[src/rtl/ntt_index_seq_pkg.sv]
// Shared definitions for the NTT/INTT loop-index sequencer.
//   - FSM state encoding
//   - run-mode codes (run and done flavours for each transform)
//   - Kyber per-stage group/butterfly bounds (stored minus one)
//   - helpers mapping (KD_mode, inv) to the run-mode code and the first/last stage
package ntt_index_seq_pkg;

   localparam int N_HALF = 128;

   typedef enum logic [1:0] {
      ST_IDLE,
      ST_RUN,
      ST_GAP,
      ST_DONE
   } state_t;

   localparam logic [3:0] RM_IDLE        = 4'b0000;
   localparam logic [3:0] RM_K_NTT       = 4'b0011;
   localparam logic [3:0] RM_D_NTT       = 4'b0101;
   localparam logic [3:0] RM_K_INTT      = 4'b0111;
   localparam logic [3:0] RM_D_INTT      = 4'b1001;
   localparam logic [3:0] RM_K_NTT_DONE  = 4'b0100;
   localparam logic [3:0] RM_D_NTT_DONE  = 4'b0110;
   localparam logic [3:0] RM_K_INTT_DONE = 4'b1000;
   localparam logic [3:0] RM_D_INTT_DONE = 4'b1010;

   // Kyber bounds indexed by p (element [3] is stage p=3).
   // p=3: 1x128, p=2: 2x32, p=1: 8x8, p=0: 32x2
   localparam logic [3:0][6:0] KY_G_M1 = {7'd0,   7'd1,  7'd7, 7'd31};
   localparam logic [3:0][6:0] KY_B_M1 = {7'd127, 7'd31, 7'd7, 7'd1};

   function automatic logic [3:0] run_code(input logic kd, input logic inv, input logic fin);
      logic [3:0] code;
      case ({inv, kd})
         2'b00:   code = fin ? RM_K_NTT_DONE  : RM_K_NTT;
         2'b01:   code = fin ? RM_D_NTT_DONE  : RM_D_NTT;
         2'b10:   code = fin ? RM_K_INTT_DONE : RM_K_INTT;
         default: code = fin ? RM_D_INTT_DONE : RM_D_INTT;
      endcase
      return code;
   endfunction

   // Forward transforms walk p downward from the top stage, inverse ones upward from 0.
   function automatic logic [2:0] first_stage(input logic kd, input logic inv);
      return inv ? 3'd0 : (kd ? 3'd7 : 3'd3);
   endfunction

   function automatic logic [2:0] last_stage(input logic kd, input logic inv);
      return inv ? (kd ? 3'd7 : 3'd3) : 3'd0;
   endfunction

endpackage

[src/rtl/ntt_index_seq_if.sv]
// Handshake/index bundle of the NTT index sequencer.
//   master: issues start/KD_mode/inv/stall, consumes indices and status
//   slave : the sequencer itself
interface ntt_index_seq_if;
   logic       start;
   logic       KD_mode;
   logic       inv;
   logic       stall;
   logic [6:0] k;
   logic [2:0] p;
   logic [6:0] j;
   logic       idx_valid;
   logic       stage_last;
   logic [3:0] run_mode;
   logic       busy;
   logic       done;

   modport master (
      output start, KD_mode, inv, stall,
      input  k, p, j, idx_valid, stage_last, run_mode, busy, done
   );

   modport slave (
      input  start, KD_mode, inv, stall,
      output k, p, j, idx_valid, stage_last, run_mode, busy, done
   );
endinterface

[src/rtl/ntt_index_seq_bounds.sv]
// Combinational loop-bound decode for one NTT stage.
//   kd_mode : 0 = Kyber, 1 = Dilithium
//   p       : stage index
//   g_m1    : number of groups minus one
//   b_m1    : butterflies per group minus one
// Dilithium bounds are powers of two (G = 2^(7-p), B = 2^p), so shifts suffice.
module ntt_stage_bounds
   import ntt_index_seq_pkg::*;
(
   input  logic       kd_mode,
   input  logic [2:0] p,
   output logic [6:0] g_m1,
   output logic [6:0] b_m1
);
   logic [7:0] g_pow;
   logic [7:0] b_pow;

   always_comb begin
      b_pow = 8'd1 << p;
      g_pow = 8'd1 << (3'd7 - p);
      if (kd_mode) begin
         g_m1 = 7'(g_pow - 8'd1);
         b_m1 = 7'(b_pow - 8'd1);
      end else begin
         g_m1 = KY_G_M1[p[1:0]];
         b_m1 = KY_B_M1[p[1:0]];
      end
   end
endmodule

[src/rtl/ntt_index_seq.sv]
// Loop-index sequencer for the Kyber/Dilithium NTT/INTT datapath.
//   clk, rst : clock, synchronous active-high reset
//   bus      : slave side of ntt_index_seq_if
//              in : start, KD_mode, inv, stall
//              out: k, p, j, idx_valid, stage_last, run_mode, busy, done
// All outputs come straight from flops. The index registers hold the index
// currently presented; each unstalled RUN cycle loads the next one.
module ntt_index_seq
   import ntt_index_seq_pkg::*;
#(
   parameter int STAGE_GAP = 3
) (
   input  logic         clk,
   input  logic         rst,
   ntt_index_seq_if.slave bus
);
   localparam int GW = $clog2(STAGE_GAP + 2);
   localparam logic [GW-1:0] GAP_LAST = (STAGE_GAP > 0) ? GW'(STAGE_GAP - 1) : '0;

   state_t        state_q, state_d;
   logic [6:0]    k_q, k_d, j_q, j_d;
   logic [2:0]    p_q, p_d;
   logic          kd_q, kd_d, inv_q, inv_d;
   logic [GW-1:0] gap_q, gap_d;
   logic          vld_q, vld_d, last_q, last_d, busy_q, busy_d, done_q, done_d;
   logic [3:0]    mode_q, mode_d;
   logic [6:0]    g_m1, b_m1;

   // Bounds only matter while walking a stage, where p is the registered one.
   ntt_stage_bounds u_bounds (
      .kd_mode (kd_q),
      .p       (p_q),
      .g_m1    (g_m1),
      .b_m1    (b_m1)
   );

   always_ff @(posedge clk) begin
      if (rst) begin
         state_q <= ST_IDLE;
         k_q     <= '0;
         j_q     <= '0;
         p_q     <= '0;
         kd_q    <= 1'b0;
         inv_q   <= 1'b0;
         gap_q   <= '0;
         vld_q   <= 1'b0;
         last_q  <= 1'b0;
         busy_q  <= 1'b0;
         done_q  <= 1'b0;
         mode_q  <= RM_IDLE;
      end else begin
         state_q <= state_d;
         k_q     <= k_d;
         j_q     <= j_d;
         p_q     <= p_d;
         kd_q    <= kd_d;
         inv_q   <= inv_d;
         gap_q   <= gap_d;
         vld_q   <= vld_d;
         last_q  <= last_d;
         busy_q  <= busy_d;
         done_q  <= done_d;
         mode_q  <= mode_d;
      end
   end

   always_comb begin
      state_d = state_q;
      k_d     = k_q;
      j_d     = j_q;
      p_d     = p_q;
      kd_d    = kd_q;
      inv_d   = inv_q;
      gap_d   = gap_q;
      vld_d   = 1'b0;
      last_d  = 1'b0;
      busy_d  = 1'b0;
      done_d  = 1'b0;
      mode_d  = RM_IDLE;

      unique case (state_q)
         ST_IDLE: begin
            if (bus.start) begin
               state_d = ST_RUN;
               kd_d    = bus.KD_mode;
               inv_d   = bus.inv;
               p_d     = first_stage(bus.KD_mode, bus.inv);
               k_d     = '0;
               j_d     = '0;
               vld_d   = 1'b1;
               busy_d  = 1'b1;
               mode_d  = run_code(bus.KD_mode, bus.inv, 1'b0);
            end
         end

         ST_RUN: begin
            busy_d = 1'b1;
            mode_d = run_code(kd_q, inv_q, 1'b0);
            if (bus.stall) begin
               // Hold the presented index but withdraw valid.
               last_d = last_q;
            end else if (last_q) begin
               k_d = '0;
               j_d = '0;
               if (p_q == last_stage(kd_q, inv_q)) begin
                  state_d = ST_DONE;
                  p_d     = '0;
                  done_d  = 1'b1;
                  mode_d  = run_code(kd_q, inv_q, 1'b1);
               end else begin
                  p_d = inv_q ? p_q + 3'd1 : p_q - 3'd1;
                  if (STAGE_GAP == 0) begin
                     // No drain bubble: first index of the next stage right away.
                     // A stage's (0,0) index is never its last (G and B are never both 1).
                     vld_d = 1'b1;
                  end else begin
                     state_d = ST_GAP;
                     gap_d   = '0;
                  end
               end
            end else begin
               vld_d = 1'b1;
               if (j_q == b_m1) begin
                  j_d = '0;
                  k_d = k_q + 7'd1;
               end else begin
                  j_d = j_q + 7'd1;
               end
               last_d = (k_d == g_m1) && (j_d == b_m1);
            end
         end

         ST_GAP: begin
            busy_d = 1'b1;
            mode_d = run_code(kd_q, inv_q, 1'b0);
            if (gap_q == GAP_LAST) begin
               state_d = ST_RUN;
               vld_d   = 1'b1;
            end else begin
               gap_d = gap_q + GW'(1);
            end
         end

         ST_DONE: begin
            state_d = ST_IDLE;
         end

         default: begin
            state_d = ST_IDLE;
         end
      endcase
   end

   assign bus.k          = k_q;
   assign bus.p          = p_q;
   assign bus.j          = j_q;
   assign bus.idx_valid  = vld_q;
   assign bus.stage_last = last_q;
   assign bus.run_mode   = mode_q;
   assign bus.busy       = busy_q;
   assign bus.done       = done_q;
endmodule

[src/flat_wrapper.sv]
// flat-port wrapper written by rule: the top's interface ports become plain ports
module ntt_index_seq_flat import ntt_index_seq_pkg::*;
#(
   parameter int STAGE_GAP = 3
)
  (clk, rst, bus_start, bus_KD_mode, bus_inv, bus_stall, bus_k, bus_p, bus_j, bus_idx_valid, bus_stage_last, bus_run_mode, bus_busy, bus_done);
  ntt_index_seq_if bus_i ();
  input  logic clk;
  input  logic rst;
  input wire logic [$bits(bus_i.start)-1:0] bus_start;
  input wire logic [$bits(bus_i.KD_mode)-1:0] bus_KD_mode;
  input wire logic [$bits(bus_i.inv)-1:0] bus_inv;
  input wire logic [$bits(bus_i.stall)-1:0] bus_stall;
  output wire logic [$bits(bus_i.k)-1:0] bus_k;
  output wire logic [$bits(bus_i.p)-1:0] bus_p;
  output wire logic [$bits(bus_i.j)-1:0] bus_j;
  output wire logic [$bits(bus_i.idx_valid)-1:0] bus_idx_valid;
  output wire logic [$bits(bus_i.stage_last)-1:0] bus_stage_last;
  output wire logic [$bits(bus_i.run_mode)-1:0] bus_run_mode;
  output wire logic [$bits(bus_i.busy)-1:0] bus_busy;
  output wire logic [$bits(bus_i.done)-1:0] bus_done;
  assign bus_i.start = bus_start;
  assign bus_i.KD_mode = bus_KD_mode;
  assign bus_i.inv = bus_inv;
  assign bus_i.stall = bus_stall;
  assign bus_k = bus_i.k;
  assign bus_p = bus_i.p;
  assign bus_j = bus_i.j;
  assign bus_idx_valid = bus_i.idx_valid;
  assign bus_stage_last = bus_i.stage_last;
  assign bus_run_mode = bus_i.run_mode;
  assign bus_busy = bus_i.busy;
  assign bus_done = bus_i.done;
  ntt_index_seq #(.STAGE_GAP(STAGE_GAP)) u_core (.clk(clk), .rst(rst), .bus(bus_i));
endmodule
[config.mk]
export PLATFORM = sky130hd
export DESIGN_NAME = ntt_index_seq_flat
export DESIGN_NICKNAME = d
export VERILOG_FILES = /design/src/rtl/ntt_index_seq_pkg.sv /design/src/rtl/ntt_index_seq_if.sv /design/src/rtl/ntt_index_seq_bounds.sv /design/src/rtl/ntt_index_seq.sv /design/src/flat_wrapper.sv
export SDC_FILE = /design/constraint.sdc
export NUM_CORES = 1
export LEC_CHECK = 0
export BUFFER_PORTS_ARGS = -buffer_cell sky130_fd_sc_hd__buf_2
export CORE_ASPECT_RATIO = 1.25
export CORE_UTILIZATION = 45
export CTS_CLUSTER_SIZE = 30
export DETAILED_ROUTE_END_ITERATION = 8
export GPL_ROUTABILITY_DRIVEN = 0
export GPL_TIMING_DRIVEN = 0
export PLACE_DENSITY = 0.73
export SLEW_MARGIN = 20
export SYNTH_ARGS = -nofsm -noshare
export SYNTH_HDL_FRONTEND = slang
export SYNTH_HIERARCHICAL = 1
export SYNTH_SLANG_ARGS = --single-unit
[constraint.sdc]
create_clock -name clk -period 4.02 [get_ports clk]
set_input_delay 0.603 -clock clk [delete_from_list [all_inputs] [get_ports clk]]
set_output_delay 0.603 -clock clk [all_outputs]
set_load 0.02 [all_outputs]
==> results by stage, run 1 <==
Run status:
- The flow ran to the end, and the final reports show no timing, DRC or antenna violations.

STA:
- The part of the cycle the worst path needs is 95.95%.
- Static timing analysis puts the maximum clock frequency at 259.2 MHz.
- Setup repair after global routing left no endpoint under its margin.
- The worst pin sits at a relative slew slack of 60.22%.
- The total negative slack is 0 ns.
- For the finished layout, the period the worst path requires is 3.857 ns.
- For the final database, setup skew stands at 0.01067 ns.
- The number of pins exceeding their max-slew limit in the final report is 0.
- The count of final setup violators is 0.
- The final-report hold violation count was 0.
- At the pin with the least slew margin, the transition time is 0.5904 ns.

Clock tree:
- TritonCTS created 5 clock buffers.
- The clock passes through at most 2 buffers.
- The sink count of the clock tree is 32.
- The root cell of the clock tree is sky130_fd_sc_hd__clkbuf_8.
- The later pin in the worst-skew pair is clocked with a latency of 0.29 ns.
- After clock tree synthesis, the clock-pin slew on the worst setup and hold paths is 0.08 ns.
- TritonCTS built the clock tree.
- The maximum level of the CTS H-tree is 2.

Worst setup path:
- The maximum fanout along the worst path is 10.
- Traced cell by cell, the critical path runs through buf_6 > buf_8 > or3_1 > ha_1 > buf_2 > nor3_2 > a21oi_1 > o2111ai_2 > xor2_1 > or4_4 > or2_1 > buf_6 > or3_1 > a21oi_2 > nand4_1 > o21ai_1.
- STA classifies the critical path endpoint as a flop.
- The slowest library cell on the worst path is sky130_fd_sc_hd__or4_4.
- The worst setup path is of the flop to flop kind.
- The highest cell delay on the worst timing path is 0.54 ns.
- STA puts the critical path data arrival time at 4.06 ns.
- The worst setup path is launched from a flop.
- STA puts the critical path data required time at 4.23 ns.

Synthesis:
- The number of flip-flops and latches in the synthesized netlist is 32.
- The Yosys step of the flow raised 6 warnings.
- The synthesized instance count is 350.
- Sequential cells were found to cover 24.73% of the synthesized design area.
- The number of flops mapped to enable cells by yosys is 0.
- The synthesized netlist occupies a cell area of 2590 µm².
- Counting flops with an async set or reset pin after synthesis yields a share of 0%.
- The number of distinct library cells after synthesis is 53.
- The most instantiated flip-flop cell in the synthesis netlist is sky130_fd_sc_hd__dfxtp_1.
- The mean post-synth cell area is 7.400 µm².
- Synthesis produced a netlist with a net count of 377.

Pwr:
- The internal power of the cells totals 960.3 µW.
- The leakage component of the power is 0.001194 µW.
- The total power consumption of the routed design is 1898 µW.
- For this design the ratio of total power to cell area is 648.5 nW/µm².
- The combinational share of power is 64.0%.
- Per report_power, the sequential group accounts for 22.8% of the total.
- The switching power of the nets is 937.6 µW.
- VDD sags by at most 0.3639 mV.
- The fraction of power spent switching nets is 49.40%.
- The clock network accounts for 13.2% of the total power.

Detailed routing:
- The detail route stage leaves a number of antenna-violating nets equal to 0.
- The detailed-route wire length per cell is 14.80 µm.
- After detailed routing, the total wire length is 6677 µm.
- The violation count after the first detailed-routing iteration is 157.
- In the routed layout, each cell is associated on average with a via count of 5.710.
- The number of design rule violations left after detail routing is 0.
- The first detailed-routing pass took 5 iterations.
- The detailed router placed 2575 vias in this run.

Global route:
- The maximum number of pins on one net before global-route repair is 12.
- The initial antenna violation count was 0.
- Global routing used 22.45% of the available tracks.
- The via count of the first global-routing pass is 2362.
- Global routing finished with a remaining overflow of 0.
- The first global-routing pass estimated 10900 µm of wire.

Final layout:
- The library cells used most frequently in the layout, excluding fill and tap cells, are 46 x sky130_fd_sc_hd__nor2_1, 34 x sky130_fd_sc_hd__buf_2, 33 x sky130_fd_sc_hd__nand2_1, 33 x sky130_fd_sc_hd__a21oi_1, 30 x sky130_fd_sc_hd__dfxtp_1.
- The multi-input logic area is 1795 µm².
- The most common cell after layout, fill and taps aside is sky130_fd_sc_hd__nor2_1.
- The filler cells instantiated in the layout total 541.
- The layout-stage area growth over the synthesis result is 13.00%.
- The final layout contains 413 nets.
- In the final layout, the share of cells above drive strength 1 is 16.02%.
- In the final layout, flip-flops and latches occupy 643.1 µm².
- The number of inserted diodes is 0.

Floorplanning:
- The y dimension of the die is 86.82 µm.
- Measured along the x axis, the die boundary spans 69.86 µm.
- For this configuration, the core starts out at a cell density of 47.26%.
- The die covers 6065 µm².
- After floorplanning, the core was sized to cover 5480 µm².
- After floorplanning, the core was divided into 30 placement rows.
- For this design the top-level I/O count stands at 31.

Placement:
- During placement, the flow inserted port buffers numbering 29.
- The wire-length estimate of the detail-placed layout is 4834 µm.

Run:
- The number of max-capacitance violations reported is 0.

Hold path:
- The path type of the worst min-delay path is flop to flop.
[sequential cells by signal (all words and copies together), names as in the netlist, 2 cells and up]
name and count:
u_core/bus.j 7, u_core/bus.k 7, u_core/bus.p 3, u_core/bus.run_mode 4, u_core/gap_q 3, u_core/state_q 2
[critical path, delay by kind of cell, from the launching register on]
| kind | cells | cell delay (ns) |
|---|---|---|
| and+or+nand+nor | 6 | 1.82 |
| AOI/OAI and AO/OA | 4 | 0.67 |
| buffers and inverters | 4 | 0.60 |
| DFF | 1 | 0.36 |
| adders and majority gates | 1 | 0.18 |
| xor gates and xnor gates | 1 | 0.15 |
[through the flow]
step	setup slack (ns)	instances	util [%]	hold WS [ns]	area, µm²
finish	0.1627	451	53.40	0.4793	2927
global route	0.01345	451	53.40	0.4915	2927
CTS	0.07502	451	52.97	0.4827	2903
detailed placement	0.1200	443	51.37	0.4721	2815
global placement	0.2072	443	51.37	0.4657	2815
floorplan	0.4604	350	-	0.4523	2590
[cells by family (layout without fill, tap and decap cells)]
logic type | after synthesis | count (layout) | synth area share (%)
AND/OR/NAND/NOR | 153 | 153 | 29.23
AO/OA/AOI/OAI | 85 | 85 | 19.52
flip-flops | 32 | 32 | 24.73
buffers and inverters | 32 | 69 | 6.763
XOR/XNOR | 24 | 24 | 8.116
adder cells (fa/ha/maj) | 21 | 21 | 10.43
multiplexers | 3 | 3 | 1.208
[routing by layer]
metal,GRT usage [%],part of all wire (%)
met1,25.28,42
met2,40.30,50
met3,3.953,4.7
met4,11.82,3.3
met5,0,0
[final timing paths]
check | start | endpoint | slack, ns | depth (start not counted)
max | u_core/bus.p[0] | u_core/bus.stage_last | 0.16 | 16
min | u_core/gap_q[1] | u_core/gap_q[1] | 0.48 | 2
max reg2reg | u_core/bus.p[0] | u_core/bus.stage_last | 0.16 | 16
min reg2reg | u_core/gap_q[1] | u_core/gap_q[1] | 0.48 | 2
[power groups by stage]
stage                     Sequential [µW]  Clock [µW]  Combinational (µW)
after floorplan                       470           0                 871
after global placement                436           0                1140
after detailed placement              437           0                1170
after CTS                             430         259                1170
after global routing                  443         268                1340
final                                 433         250                1210
[cell type report]
class / instances / share of cell area [%]
Buffer: 19 / 4.318
Clock buffer: 5 / 2.351
Clock inverter: 3 / 0.6413
Inverter: 13 / 1.667
Multi-Input combinational cell: 286 / 61.35
Sequential cell: 32 / 21.98
Tap cell: 64 / 2.736
Timing Repair Buffer: 29 / 4.959
[synth_stat cells (all sizes together), types with 3 or more instances]
master,count,share of area [%]
or3,5,1.2
xor2,9,3.0
nand3b,4,1.2
clkbuf,7,1.0
inv,13,1.9
nor2b,8,1.9
nor3,10,1.9
buf,12,3.9
or2,6,1.4
xnor2,15,5.1
or4,5,1.6
a21oi,34,6.6
o22ai,3,0.72
o21ai,21,4.1
a211oi,4,1.2
a31oi,4,0.97
nor2,47,6.8
ha,20,9.7
dfxtp,32,25
nand2b,7,1.7
nand2,33,4.8
nand4,3,0.72
nor3b,4,1.4
a21boi,3,0.87
nand3,13,2.5
[what timing repair did]
item / in CTS / in global routing
setup buffers: 0 / 0
endpoints found under the setup margin: 0 / 6
hold buffers: 0 / 0
gates resized for setup: 0 / 7
Power figures use the tool's default switching activity.
==> run 2, diff against run 1 <==
SYNTH_HIERARCHICAL = not set   (was 1)
==> results by stage, run 2 <==
Run status:
- The flow ran to the end, and the final reports show no timing, DRC or antenna violations.

Hold path:
- The sink of the worst hold path is u_core.gap_q[1].
- The worst hold path belongs to the class flop to flop.
- The beginning of the worst hold path is u_core.gap_q[1].
- Along the worst hold path, the cell count comes to 2.

Synthesis:
- The number of flops mapped to enable cells by yosys is 0.
- In this run, synthesis produced a sequential element count of 32.
- The commonest cells after synthesis are 37 x sky130_fd_sc_hd__nor2_1, 32 x sky130_fd_sc_hd__dfxtp_1, 27 x sky130_fd_sc_hd__nand2_1, 26 x sky130_fd_sc_hd__a21oi_1.
- The post-synth net total is 387.
- Dividing the synthesized area by the synthesized cell count gives 7.584 µm².
- In this run, distinct cell masters in the synthesized netlist total 66.
- The most common cell in the synthesized netlist is sky130_fd_sc_hd__nor2_1.
- The cell area that synthesis handed to floorplanning was 2730 µm².
- The post-synthesis sequential area ratio is 23.46%.
- The library cell occupying the most area in the post-synthesis netlist is sky130_fd_sc_hd__dfxtp_1.
- The most instantiated flip-flop cell in the synthesis netlist is sky130_fd_sc_hd__dfxtp_1.
- The Yosys step of the flow raised 0 warnings.
- The share of async-settable or async-resettable flops after synthesis is 0%.
- In the post-synthesis netlist, the biggest area contributors are sky130_fd_sc_hd__dfxtp_1 23%, sky130_fd_sc_hd__ha_1 9.2%, sky130_fd_sc_hd__nor2_1 5.1%.
- In this run the biggest area consumer among cell types represents 23.46% of the synthesized area.
- Synthesis produced 360 cells.

STA:
- The final-report hold violation count came to 0.
- The part of the cycle the worst path needs is 95.85%.
- Setup repair after global routing left no endpoint under its margin.
- The routed design could run at a clock period as short as 3.853 ns.
- Setup violations remaining at the end of the flow were counted as 0.
- Setup slack closes at 0.1670 ns.
- The number of pins exceeding their max-slew limit in the final report is 0.
- Based on the critical path, the design can be clocked at up to 259.5 MHz.
- In this run the tightest slew margin relative to its limit is 50.31%.
- The slew at the pin closest to its max-slew limit is 0.7376 ns.
- The clock arrives with 0.01364 ns of skew.

Floorplanning:
- The core outline area is 5818 µm².
- The floorplan step defined a die boundary enclosing 6384 µm².
- The die is 71.67 µm wide.
- After floorplanning, the core was divided into 31 placement rows.
- Once the floorplan was initialized, standard cells occupied 46.92% of the core.
- From bottom edge to top edge, the die measures 89.09 µm.
- Pin placement for this block handled 31 I/O pins.

Worst setup path:
- The most prevalent standard cell on the critical path is sky130_fd_sc_hd__buf_6.
- The maximum fanout along the worst path is 10.
- The sort of element at the end of the critical path is a flop.
- The largest single stage delay on the critical path is 0.53 ns.
- STA classifies the critical path startpoint as a flop.
- The worst reg2reg path startpoint is u_core.bus.p[0].
- In this run the critical register-to-register path is captured at u_core.bus.stage_last.
- Measured in cells, the most critical reg-to-reg path has a length of 15.
- Traced cell by cell, the critical path runs through clkbuf_4 > buf_6 > inv_1 > or3_1 > ha_1 > buf_6 > nand2b_1 > o21a_1 > a211o_1 > a2111oi_4 > buf_4 > nand2_2 > or4_1 > and3_1 > o21ai_2.
- The classification of the worst setup path is flop to flop.
- The number of buffers and inverters on the critical path is 5.
- The required time at the endpoint of the critical path is 4.24 ns.
- Setup slack on the worst reg-to-reg path comes out at 0.17 ns.
- On the critical path, the stage with the largest delay is an instance of sky130_fd_sc_hd__or4_1.
- The family of cells with the greatest summed delay on the critical path is simple AND/OR/NAND/NOR gates.
- The arrival time at the worst endpoint is 4.07 ns.

Placement:
- Buffers placed on the I/O ports in this run total 29.
- The minimum setup slack after placement is -0.02183 ns.
- After detailed placement, the design holds a cell count of 455.
- In this run the cell area measured after placement is 2958 µm².
- Detailed placement ended at an HPWL of 5527 µm.

Global route:
- The via count of the first global-routing pass is 2488.
- The total routing usage reported by global routing is 23.09%.
- The maximum number of pins on one net before global-route repair is 11.
- The first global-routing pass estimated 11630 µm of wire.
- The initial antenna violation count is 0.
- The residual overflow from global routing is 0.

Final layout:
- The top cell types in the final layout, fill and taps aside, are 37 x sky130_fd_sc_hd__nor2_1, 33 x sky130_fd_sc_hd__buf_2, 31 x sky130_fd_sc_hd__dfxtp_1.
- In the final layout, flip-flops and latches occupy 641.9 µm².
- The layout-stage area growth over the synthesis result is 13.11%.
- Counting the fill cells in the layout gives 562.
- The number of inserted diodes is 0.
- Once layout is complete, the cells apart from fillers number 465.
- For this run, the post-layout net count is 425.
- The multi-input combinational cells in the finished layout cover a total of 1911 µm².
- The most common cell after layout, fill and taps aside is sky130_fd_sc_hd__nor2_1.
- The final core utilization is 53.08%.
- Of the cells placed in the final design, the portion with a size suffix greater than 1 is 15.79%.
- The total non-filler cell area in the finished layout is 3088 µm².

Detailed routing:
- The number of vias per cell after detailed routing is 6.045.
- Detailed routing inserted a total of 2811 vias.
- The post-detailed-route count of antenna-violating nets is 0.
- After detailed routing, the number of remaining DRC violations is 0.
- Dividing the detail-routed wire length by the instance count gives 15.60 µm.
- After detailed routing, the total wire length is 7253 µm.
- In this run, the number of DRC markers left after iteration 0 of detailed routing was 172.
- The number of optimization iterations in the first detailed-route pass is 5.

Pwr:
- The leakage component of the power is 0.001274 µW.
- Dividing total power by cell area gives a power density of 615.9 nW/µm².
- VDD sags by at most 0.4218 mV.

Clock tree:
- The H-tree was split into 2 levels.
- TritonCTS built the clock tree.
- The number of CTS-inserted buffers is 5.
- The root buffer cell chosen for the clock tree is sky130_fd_sc_hd__clkbuf_8.
- At the later pin of the worst-skew pair, clock insertion delay measures 0.29 ns.
- The maximum root-to-sink buffer count is 2.
- Clock-pin slew was measured on the worst setup and hold paths at 0.07 ns.
- The sink count of the clock tree is 32.
- The number of buffers inserted for hold repair after clock tree synthesis is 0.

Run:
- Max-cap violations in this run came to 0.
## run 2: cell types whose count changed in the layout (fill, tap and decap cells not counted), sizes merged, moves of 5 or more
cell and change:
and2 +5, nor2 -10, a21oi -8, nand2 -5, clkbuf +9
## run 2: logic make-up (layout without fill, tap and decap cells)
kind of cell | after synthesis | after routing | share of synthesized area, %
buffers and inverters | 40 | 79 | 6.553
flip-flops | 32 | 32 | 23.46
AND/OR/NAND/NOR | 143 | 143 | 27.73
AO/OA/AOI/OAI | 101 | 101 | 24.66
XOR/XNOR | 18 | 18 | 5.774
adder cells (fa/ha/maj) | 21 | 21 | 9.899
multiplexers | 5 | 5 | 1.925
## run 2: worst max path at each step
stage                               start                    end  slack (ns)  cells after the start
final                     u_core.bus.p[0]  u_core.bus.stage_last        0.17                     15
after global routing      u_core.bus.p[0]  u_core.bus.stage_last        0.02                     15
after CTS                 u_core.bus.p[0]  u_core.bus.stage_last        0.08                     15
after detailed placement  u_core.bus.p[0]  u_core.bus.stage_last       -0.02                     14
after global placement    u_core.bus.p[0]  u_core.bus.stage_last        0.02                     14
after floorplan           u_core.bus.p[0]  u_core.bus.stage_last        0.26                     14
## run 2: layer usage
metal	share of wire [%]	wire (µm)	track usage (%)	vias to the layer above
li1	-	-	-	1359
met1	43	3083	27.04	1334
met2	50	3637	41.34	96
met3	4.7	343	4.171	22
met4	2.6	189	9.982	0
met5	0	0	0	-
## run 2: layout make-up
type | instances | area share, %
plain buffers | 25 | 4.173
flip-flops and latches | 32 | 20.79
multi-input cells | 288 | 61.87
well taps | 66 | 2.674
inverters | 15 | 1.823
clock inverters | 2 | 1.135
clock buffers | 6 | 2.350
repair buffers | 31 | 5.186
## run 2: report_power, final
group	internal (µW)	total (µW)	switching, µW	leakage, µW
clock	184	308	124	0.0000552
combinational	454	1190	733	0.000959
sequential	366	407	41.1	0.000261
## run 2: worst reg2reg max path, stage by stage, from the launching register on
cell and delay, ns:
sky130_fd_sc_hd__dfxtp_2 0.37, sky130_fd_sc_hd__clkbuf_4 0.21, sky130_fd_sc_hd__buf_6 0.16, sky130_fd_sc_hd__inv_1 0.12
sky130_fd_sc_hd__or3_1 0.39, sky130_fd_sc_hd__ha_1 0.20, sky130_fd_sc_hd__buf_6 0.14, sky130_fd_sc_hd__nand2b_1 0.15
sky130_fd_sc_hd__o21a_1 0.19, sky130_fd_sc_hd__a211o_1 0.37, sky130_fd_sc_hd__a2111oi_4 0.34, sky130_fd_sc_hd__buf_4 0.20
sky130_fd_sc_hd__nand2_2 0.08, sky130_fd_sc_hd__or4_1 0.53, sky130_fd_sc_hd__and3_1 0.20, sky130_fd_sc_hd__o21ai_2 0.14
## run 2: timing repair
action                     4_1_cts  5_1_grt
buffers inserted                 1        1
setup endpoints to repair        1        1
pin swaps                        1        0
resized for setup                0        3
## run 2: metrics by stage
stage | total power [µW] | setup TNS [ns] | hold WS (ns)
CTS | 1878 | 0 | 0.4879
finish | 1902 | 0 | 0.4832
global route | 2050 | 0 | 0.4996
detailed placement | 1563 | -0.02183 | 0.4778
global placement | 1547 | 0 | 0.4651
floorplan | 1306 | 0 | 0.4523
